## src/rtl/dds_pkg.sv

```systemverilog
// Shared types and helpers for the DDS voice scheduler: frame FSM states,
// amplitude midscale and slot-counter sizing.
package dds_pkg;

  typedef enum logic [1:0] {
    IDLE  = 2'd0,
    ISSUE = 2'd1,
    DRAIN = 2'd2
  } state_t;

  function automatic int unsigned midscale(input int unsigned am_width);
    return 32'd1 << (am_width - 1);
  endfunction

  // A single-voice build still needs a one-bit slot counter.
  function automatic int unsigned slot_width(input int unsigned n);
    return (n > 1) ? $clog2(n) : 1;
  endfunction

endpackage

```

## src/rtl/dds_phase_acc.sv

```systemverilog
// One voice's phase accumulator: adds its tuning word on step, clears on clr.
// Only the top THETA_WIDTH bits leave the block, as they form the ROM address.
module dds_phase_acc #(
  parameter int ACC_WIDTH   = 24,
  parameter int THETA_WIDTH = 8
) (
  input  logic                   clk,
  input  logic                   rst_n,
  input  logic                   step,
  input  logic                   clr,
  input  logic [ACC_WIDTH-1:0]   ftw,
  output logic [THETA_WIDTH-1:0] phase
);

  logic [ACC_WIDTH-1:0] phase_q, phase_d;

  // Clear wins over step; the sum wraps modulo 2**ACC_WIDTH by design.
  always_comb begin
    phase_d = phase_q;
    if (clr) begin
      phase_d = '0;
    end else if (step) begin
      phase_d = phase_q + ftw;
    end
  end

  always_ff @(posedge clk or negedge rst_n) begin
    if (!rst_n) begin
      phase_q <= '0;
    end else begin
      phase_q <= phase_d;
    end
  end

  assign phase = phase_q[ACC_WIDTH-1 -: THETA_WIDTH];

endmodule

```

## src/rtl/dds_voice_sched.sv

```systemverilog
// Shares one 1-cycle-latency sine ROM among PLAYER_NUM voices: advances every
// phase accumulator on a sample tick, reads the ROM once per voice, then
// publishes all amplitudes together with a single am_valid strobe.
module dds_voice_sched
  import dds_pkg::*;
#(
  parameter int PLAYER_NUM  = 3,
  parameter int THETA_WIDTH = 8,
  parameter int AM_WIDTH    = 8,
  parameter int ACC_WIDTH   = 24
) (
  input  logic                           clk,
  input  logic                           rst_n,
  input  logic                           sample_tick,
  input  logic [PLAYER_NUM-1:0]          voice_en,
  input  logic [ACC_WIDTH*PLAYER_NUM-1:0] ftw,
  output logic                           rom_en,
  output logic [THETA_WIDTH-1:0]         rom_addr,
  input  logic [AM_WIDTH-1:0]            rom_data,
  output logic [AM_WIDTH*PLAYER_NUM-1:0] am,
  output logic                           am_valid,
  output logic                           busy,
  output logic                           overrun
);

  localparam int unsigned         SLOT_W    = slot_width(PLAYER_NUM);
  localparam logic [AM_WIDTH-1:0] MID       = AM_WIDTH'(midscale(AM_WIDTH));
  localparam logic [SLOT_W-1:0]   LAST_SLOT = SLOT_W'(PLAYER_NUM - 1);

  state_t                          state_q, state_d;
  logic [SLOT_W-1:0]               slot_q, slot_d;
  logic [PLAYER_NUM-1:0]           en_q, en_d;
  logic [THETA_WIDTH-1:0]          addr_q, addr_d;
  logic [THETA_WIDTH-1:0]          sel_addr;
  logic [AM_WIDTH*PLAYER_NUM-1:0]  shadow_q, shadow_d;
  logic [AM_WIDTH*PLAYER_NUM-1:0]  am_q, am_d;
  logic                            am_valid_q, am_valid_d;
  logic                            overrun_q, overrun_d;
  logic                            tick_accept;
  logic [THETA_WIDTH-1:0]          phase [PLAYER_NUM];

  for (genvar g = 0; g < PLAYER_NUM; g++) begin : g_voice
    dds_phase_acc #(
      .ACC_WIDTH   (ACC_WIDTH),
      .THETA_WIDTH (THETA_WIDTH)
    ) u_acc (
      .clk   (clk),
      .rst_n (rst_n),
      .step  (tick_accept & voice_en[g]),
      .clr   (tick_accept & ~voice_en[g]),
      .ftw   (ftw[ACC_WIDTH*g +: ACC_WIDTH]),
      .phase (phase[g])
    );
  end

  always_comb begin
    sel_addr = '0;
    for (int i = 0; i < PLAYER_NUM; i++) begin
      if (slot_q == SLOT_W'(i)) begin
        sel_addr = phase[i];
      end
    end
  end

  // ROM data for slot k lands one cycle after its issue, so ISSUE k captures
  // voice k-1 and DRAIN captures the last voice straight into am as well.
  always_comb begin
    state_d     = state_q;
    slot_d      = slot_q;
    en_d        = en_q;
    addr_d      = addr_q;
    shadow_d    = shadow_q;
    am_d        = am_q;
    am_valid_d  = 1'b0;
    tick_accept = 1'b0;
    overrun_d   = sample_tick && (state_q != IDLE);

    unique case (state_q)
      IDLE: begin
        if (sample_tick) begin
          tick_accept = 1'b1;
          en_d        = voice_en;
          slot_d      = '0;
          state_d     = ISSUE;
        end
      end
      ISSUE: begin
        addr_d = sel_addr;
        for (int i = 0; i < PLAYER_NUM - 1; i++) begin
          if (slot_q == SLOT_W'(i + 1)) begin
            shadow_d[AM_WIDTH*i +: AM_WIDTH] = en_q[i] ? rom_data : MID;
          end
        end
        if (slot_q == LAST_SLOT) begin
          state_d = DRAIN;
        end else begin
          slot_d = slot_q + 1'b1;
        end
      end
      DRAIN: begin
        shadow_d[AM_WIDTH*(PLAYER_NUM-1) +: AM_WIDTH] =
          en_q[PLAYER_NUM-1] ? rom_data : MID;
        am_d       = shadow_d;
        am_valid_d = 1'b1;
        state_d    = IDLE;
      end
      default: begin
        state_d = IDLE;
      end
    endcase
  end

  always_ff @(posedge clk or negedge rst_n) begin
    if (!rst_n) begin
      state_q    <= IDLE;
      slot_q     <= '0;
      en_q       <= '0;
      addr_q     <= '0;
      shadow_q   <= {PLAYER_NUM{MID}};
      am_q       <= {PLAYER_NUM{MID}};
      am_valid_q <= 1'b0;
      overrun_q  <= 1'b0;
    end else begin
      state_q    <= state_d;
      slot_q     <= slot_d;
      en_q       <= en_d;
      addr_q     <= addr_d;
      shadow_q   <= shadow_d;
      am_q       <= am_d;
      am_valid_q <= am_valid_d;
      overrun_q  <= overrun_d;
    end
  end

  // Address is live during ISSUE and otherwise holds the last slot issued.
  assign rom_en   = (state_q == ISSUE);
  assign rom_addr = rom_en ? sel_addr : addr_q;
  assign busy     = (state_q != IDLE);
  assign am       = am_q;
  assign am_valid = am_valid_q;
  assign overrun  = overrun_q;

endmodule

```

## config.mk

```make
export PLATFORM = sky130hd
export DESIGN_NAME = dds_voice_sched
export DESIGN_NICKNAME = d
export VERILOG_FILES = /design/src/rtl/dds_pkg.sv /design/src/rtl/dds_phase_acc.sv /design/src/rtl/dds_voice_sched.sv
export SDC_FILE = /design/constraint.sdc
export NUM_CORES = 1
export LEC_CHECK = 0
export CORE_MARGIN = 3
export CORE_UTILIZATION = 50
export CTS_CLUSTER_DIAMETER = 150
export DETAILED_ROUTE_END_ITERATION = 10
export GPL_TIMING_DRIVEN = 0
export PLACE_DENSITY = 0.74
export SYNTH_ARGS = -nofsm -noshare
export SYNTH_HDL_FRONTEND = slang
export SYNTH_SLANG_ARGS = --single-unit
```

## constraint.sdc

```tcl
create_clock -name clk -period 2.5 [get_ports clk]
set_input_delay 0.625 -clock clk [delete_from_list [all_inputs] [get_ports clk]]
set_output_delay 0.625 -clock clk [all_outputs]
set_load 0.02 [all_outputs]
```

==> run metrics, run 1 <==
CP peak stage delay 0.39 ns; asr flop ratio synth 100%; reg2reg path depth 12; LEAKAGE 5.43 nW; Critical Path Sink Type output pin; Worst setup SP type flip-flop; P&R area growth vs syn 39.7%; Tot Pwr 15.0 mW; Top FF cell, synth dfrtp_1; Post-Synthesis Cells 945; row count 46; later-pin clock latency in the skew report 0.42 ns; post-synth top area cell dfrtp_1; Synth area leaders dfrtp_1 (37%), ha_1 (11%), nand2_1 (6.5%); ant diodes 0; vias per inst 5.85; gr ovfl total 0; Final Max Slew Viols 0; Clock Path Buffers 2; CP Max Fanout 10; syn_nets 1106; reg-to-reg endpoint g_voice[1].u_acc.phase_q[20]; most frequent cells in the layout nand2_1 (146), dfrtp_1 (124), clkdlybuf4s50_1 (79); clk slew on worst S/H paths 0.07 ns; Tmin final 2.57 ns; FMAX 0.389 GHz; CTS tree yes; CP max stage cell dfrtp_1; clock skew 0.00885 ns; mean area per synthesized cell 8.96 µm²; Warnings, synthesis 0; crit path cell chain inv_2 > ha_2 > clkbuf_8 > a22oi_1 > nor2_1 > a21oi_2 > o21ai_2 > buf_6; All-Layer GR Usage 25.6%; failing checks setup timing; fraction of layout cells with a size suffix above 1 23.0%; final worst slack -0.0730 ns; most common cell after layout, fill and taps aside nand2_1; worst hold-check path type primary input to asynchronous set/reset pin; DRT Pass-1 Iters 5; worst r2r src g_voice[1].u_acc.phase_q[0]; Final period util 103%; top-area cell type share of the netlist area 36.6%; CP bufs+invs 3; largest net degree at the start of global routing 88; Die Area 18500 µm²; vias 7908; Die Ht 136 µm; Slew Limit Headroom 52.4%; status finished with violations; Worst Setup Path Type flip-flop to output pin; post-synthesis sequential area ratio 38.2%; Mapped Area 8470 µm²; dpl hpwl 15.9 mm; initial antenna violation count 0; Max IR drop VDD 0.000628 V; CTS root buf clkbuf_16; r2r setup slk 0.02 ns; CP endpoint rom_addr[4]; crit path from slot_q[1]; Slew @ Worst Pin 0.714 ns; total core area 16200 µm²; # IOs 122; hold slack 0.108 ns; port buffer count 121; ANT nets after route 0; Critical Path Stages 8; Starting DRT DRC Count 459; wire per inst 17.7 µm; Remaining DRCs 0; Num CTS Buffers 17; routability cong. 0.896; Fin. Hold Viols 0; vias in the first global route 7701; Worst EP required 1.88 ns; final setup vio count 8; Seq cells post-synth 129; CTS H-tree lvls 4; clock sink total 129; die width 136 µm; Synth cell types 61; PD cells 1270 nW/µm²; drt total wl 23.9 mm; Arrival @ worst endpoint 1.95 ns; Nets 1284; first-pass GRT wire length 38.1 mm; number of synthesized flops with an enable pin 0; max-cap violations 0; CP top delay family buffers and inverters; RSZ-0062 raised after global routing yes; Starting Density 52.2%
==> report_power, final <==
part | switching [mW] | internal [mW]
clock | 1.12 | 1.34
combinational | 4.68 | 4.19
sequential | 0.691 | 3.00
total | 6.49 | 8.54
==> cell type report <==
class,instances,area [µm²]
flip-flops and latches,129,3230
inverters,24,90.1
clock buffers,17,425
well taps,216,270
repair buffers,174,1630
multi-input cells,748,5890
clock inverters,15,159
plain buffers,29,131
fillers,1219,4400
==> synth_stat cells (7+ instances only) <==
library cell,count
nand2_1,147
dfrtp_1,124
o21ai_0,99
ha_1,72
a21oi_1,63
nor2_1,44
clkbuf_1,41
a21o_1,36
xnor2_1,31
inv_1,24
xor2_1,22
nor2b_1,20
nand3_1,19
a22o_1,18
mux2_2,16
o21a_1,14
nor3_1,10
a211oi_1,9
a31oi_1,9
a22oi_1,8
nand4_1,7
==> cells by family (layout without fill, tap and decap cells) <==
kind of cell | after synthesis | after routing | share of synthesized area (%)
mux | 19 | 19 | 2.48
simple gates | 282 | 282 | 15.1
flops | 129 | 129 | 38.2
xor+xnor | 53 | 53 | 5.48
compound gates | 319 | 319 | 24.4
fa+ha+maj | 75 | 75 | 11.3
buf+inv | 68 | 259 | 3.01
==> state kept, by name, indices dropped and copies added, names as in the netlist, 2 cells and up <==
| signal | count |
|---|---|
| addr_q | 8 |
| am | 24 |
| en_q | 3 |
| g_voice.u_acc.phase_q | 72 |
| shadow_q | 16 |
| slot_q | 2 |
| state_q | 2 |
==> layer usage <==
metal / GRT usage, % / part of all wire [%] / vias to the layer above
li1: - / - / 3802
met1: 34.2 / 44 / 3827
met2: 42.7 / 49 / 231
met3: 4.11 / 4.3 / 48
met4: 8.45 / 2.2 / 0
met5: 0 / 0 / -
==> through the flow <==
| stage | cell area (µm²) | TNS [ns] | utilization (%) | worst slack, ns | std cells |
|---|---|---|---|---|---|
| final | 11800 | -0.405 | 72.9 | -0.0730 | 1352 |
| after global routing | 11800 | -1.87 | 72.9 | -0.185 | 1352 |
| after CTS | 11300 | -0.749 | 69.8 | -0.136 | 1335 |
| after detailed placement | 10100 | -32.01 | 62.5 | -0.975 | 1283 |
| after global placement | 10100 | -600.49 | 62.3 | -4.50 | 1282 |
| after floorplan | 8630 | -0.385 | - | -0.128 | 945 |
==> worst min-delay path by stage <==
stage	depth (start not counted)	slack [ns]	end	startpoint
CTS	1	0.11	g_voice[1].u_acc.phase_q[10]	rst_n
floorplan	0	0.33	addr_q[0]	rst_n
detailed placement	2	0.47	shadow_q[0]	shadow_q[0]
finish	1	0.11	g_voice[1].u_acc.phase_q[10]	rst_n
global placement	2	0.46	g_voice[0].u_acc.phase_q[0]	g_voice[0].u_acc.phase_q[0]
global route	1	0.13	g_voice[1].u_acc.phase_q[10]	rst_n
==> what timing repair did <==
item	CTS	global route
hold buffers	0	0
buffers inserted	30	22
hold endpoints to repair	0	0
setup endpoints to repair	42	41
pin swaps	52	62
gates resized for setup	167	95
==> worst register-to-register path, delay by kind of cell (launching register included) <==
kind / cells / cell delay (ns)
and+or+nand+nor: 1 / 0.15
xor gates and xnor gates: 1 / 0.16
AOI/OAI and AO/OA: 6 / 0.88
buffers and inverters: 2 / 0.19
DFF: 1 / 0.36
adders and majority gates: 2 / 0.58
(Power assumes the default switching activity.)
==> inputs of run 2 (changes only) <==
--- a/config.mk
+++ b/config.mk
@@ -5,12 +5,15 @@
 export SDC_FILE = /design/constraint.sdc
 export NUM_CORES = 1
 export LEC_CHECK = 0
+export ABC_CLOCK_PERIOD_IN_PS = 2500
+export CORE_ASPECT_RATIO = 2
 export CORE_MARGIN = 3
 export CORE_UTILIZATION = 50
 export CTS_CLUSTER_DIAMETER = 150
 export DETAILED_ROUTE_END_ITERATION = 10
 export GPL_TIMING_DRIVEN = 0
 export PLACE_DENSITY = 0.74
+export SLEW_MARGIN = 20
 export SYNTH_ARGS = -nofsm -noshare
 export SYNTH_HDL_FRONTEND = slang
 export SYNTH_SLANG_ARGS = --single-unit
==> run 2 against run 1 <==
The run still ends with setup timing left; final cell count down 0.52%; clock-buffer cell count up 2; final area up 0.99%.
==> run metrics, run 2 (synthesis results as in run 1) <==
status finished with violations (unchanged); failing checks setup timing (unchanged); Die Ht 190 µm (was 136 µm); max FFs per register 72 (unchanged); die width 98.0 µm (was 136 µm); CP max stage cell dfrtp_1 (unchanged); worst hold-check path type primary input to asynchronous set/reset pin (unchanged); Worst EP required 1.88 ns (about the same); Comb power frac 59.6% (was 59.1%); ant diodes 0 (unchanged); first-pass GRT wire length 40.0 mm (was 38.1 mm); Nets 1289 (was 1284); CTS root buf clkbuf_16 (unchanged); dpl hpwl 17.5 mm (was 15.9 mm); Num CTS Buffers 17 (unchanged); routability cong. 0.934 (was 0.896); Tmin final 2.65 ns (was 2.57 ns); Hold-fix buffers, CTS 0 (unchanged); final worst slack -0.145 ns (was -0.0730 ns); switch share 42.4% (was 43.2%); CP top delay family compound AO/OA/AOI/OAI gates (was buffers and inverters); top sig layer met4 (unchanged); Clk pwr share 16.6% (was 16.4%); Slew Limit Headroom 47.4% (was 52.4%); crit path cell chain inv_2 > ha_4 > nor2b_4 > buf_8 > a22oi_2 > nor2_2 > a21oi_1 > o21ai_1 > buf_4 (was inv_2 > ha_2 > clkbuf_8 > a22oi_1 > nor2_1 > a21oi_2 > o21ai_2 > buf_6); RSZ-0062 raised after global routing yes (unchanged); port buffer count 121 (unchanged); ANT nets after route 0 (unchanged); Cell Area, Placed 10100 µm² (about the same); sequential power share 23.8% (was 24.6%); multi-input logic area 6010 µm² (was 5890 µm²); r2r setup slk -0.06 ns (was 0.02 ns); row count 66 (was 46); CP peak stage delay 0.40 ns (was 0.39 ns); Worst setup SP type flip-flop (unchanged); fraction of layout cells with a size suffix above 1 24.4% (was 23.0%); pre-CTS WS -0.926 ns (was -0.975 ns); Remaining DRCs 0 (unchanged); met3 wire length 867 µm (was 1.04 mm); Arrival @ worst endpoint 2.02 ns (was 1.95 ns); vias in the first global route 8381 (was 7701); clock sink total 129 (unchanged); most frequent cells in the layout nand2_1 (147), dfrtp_1 (124), clkdlybuf4s50_1 (82) (was nand2_1 (146), dfrtp_1 (124), clkdlybuf4s50_1 (79)); final setup vio count 10 (was 8); initial antenna violation count 0 (unchanged); post-layout util 72.7% (was 72.9%); Cell Int Power 8.89 mW (was 8.54 mW); CP bufs+invs 3 (unchanged); Fin. Hold Viols 0 (unchanged); gr ovfl total 0 (unchanged); total core area 16400 µm² (was 16200 µm²); Max IR drop VDD 0.000762 V (was 0.000628 V); vias 7950 (was 7908); Critical Path Sink Type output pin (unchanged); # IOs 122 (unchanged); CTS tree yes (unchanged); setup TNS -0.885 ns (was -0.405 ns); Biggest register g_voice.u_acc.phase_q (unchanged); Filler Cells Inserted 1177 (was 1219); Reg area 3230 µm² (unchanged); wire per inst 18.6 µm (was 17.7 µm); LEAKAGE 5.37 nW (was 5.43 nW); All-Layer GR Usage 26.7% (was 25.6%); clk slew on worst S/H paths 0.06 ns (was 0.07 ns); later-pin clock latency in the skew report 0.42 ns (about the same); max-cap violations 0 (unchanged); DRT Pass-1 Iters 5 (unchanged); largest net degree at the start of global routing 76 (was 88); PD cells 1290 nW/µm² (was 1270 nW/µm²); Starting DRT DRC Count 332 (was 459); CTS H-tree lvls 4 (unchanged); most common cell after layout, fill and taps aside nand2_1 (unchanged); Final Max Slew Viols 0 (unchanged); Final Cell Area 11900 µm² (was 11800 µm²); Slew @ Worst Pin 0.786 ns (was 0.714 ns); WL met1 8.83 mm (was 10.6 mm); routed wire length on met2 14.0 mm (was 11.8 mm); Final period util 106% (was 103%); sw power 6.55 mW (was 6.49 mW); Die Area 18600 µm² (was 18500 µm²); P&R area growth vs syn 41.1% (was 39.7%); Starting Density 51.5% (was 52.2%); FMAX 0.378 GHz (was 0.389 GHz); Clock Path Buffers 2 (unchanged); CP Max Fanout 7 (was 10); Worst Setup Path Type flip-flop to output pin (unchanged); drt total wl 25.0 mm (was 23.9 mm); clock skew 0.00997 ns (was 0.00885 ns); vias per inst 5.91 (was 5.85)
-- run 2: changes by cell type in the layout (fill, tap and decap cells not counted), sizes merged --
cell and delta:
dlymetal6s2s -11, dlygate4sd2 +7, buf +5, inv -5
clkbuf +4, clkdlybuf4s50 +3, bufinv +2, clkdlybuf4s15 -1
clkinvlp +1
-- run 2: worst reg2reg max path, cell delays in order, from the launching register on --
cell and delay (ns):
dfrtp_1 0.40, ha_4 0.17, inv_2 0.05, fa_2 0.22, nor2b_4 0.05, o2111ai_4 0.22
a21oi_2 0.11, o31a_1 0.29, o41ai_2 0.42, buf_4 0.18, o21ai_2 0.05, xnor2_1 0.17
o21ai_1 0.08
-- run 2: area by class of cell --
| type | instances | area share [%] |
|---|---|---|
| Timing Repair Buffer | 179 | 13.6 |
| Multi-Input combinational cell | 748 | 50.3 |
| Sequential cell | 129 | 27.1 |
| Clock buffer | 19 | 3.71 |
| Buffer | 29 | 1.16 |
| Inverter | 24 | 0.754 |
| Clock inverter | 13 | 1.25 |
| Tap cell | 204 | 2.14 |
-- run 2: final timing paths --
check                                                 start                            to  cells past startpoint
worst max-delay path                              slot_q[0]                   rom_addr[1]                      9
worst min-delay path                                  rst_n   g_voice[0].u_acc.phase_q[6]                      1
worst max register to register  g_voice[1].u_acc.phase_q[0]  g_voice[1].u_acc.phase_q[18]                     12
worst min register to register                  shadow_q[1]                   shadow_q[1]                      2
max in group asynchronous                             rst_n                         am[7]                      2
min in group clk                                shadow_q[1]                   shadow_q[1]                      2
-- run 2: what timing repair did --
item,CTS,global route
setup buffers,42,15
endpoints found under the setup margin,42,41
resized for setup,189,91
pin swaps,76,62
-- run 2: metal layers --
metal	vias up	GRT usage (%)
met2	216	51.1
li1	3792	-
met4	0	15.0
met3	89	4.22
met1	3853	26.8
met5	-	0
-- run 2: power groups by stage --
| stage | Clock (mW) | Combinational [mW] | Sequential [mW] |
|---|---|---|---|
| 4_1_cts | 2.58 | 8.37 | 3.63 |
| 5_1_grt | 2.67 | 10.1 | 3.78 |
| 3_5_place_dp | 0 | 7.24 | 3.58 |
| 2_1_floorplan | 0 | 5.14 | 3.60 |
| 3_3_place_gp | 0 | 7.11 | 3.54 |
| 6_report | 2.56 | 9.21 | 3.67 |
-- run 2: through the flow --
stage / power (mW) / instances / hold slack (ns)
after floorplan: 8.74 / 945 / 0.329
final: 15.4 / 1345 / 0.108
after global placement: 10.6 / 1270 / 0.454
after global routing: 16.5 / 1345 / 0.136
after CTS: 14.6 / 1334 / 0.131
after detailed placement: 10.8 / 1271 / 0.467
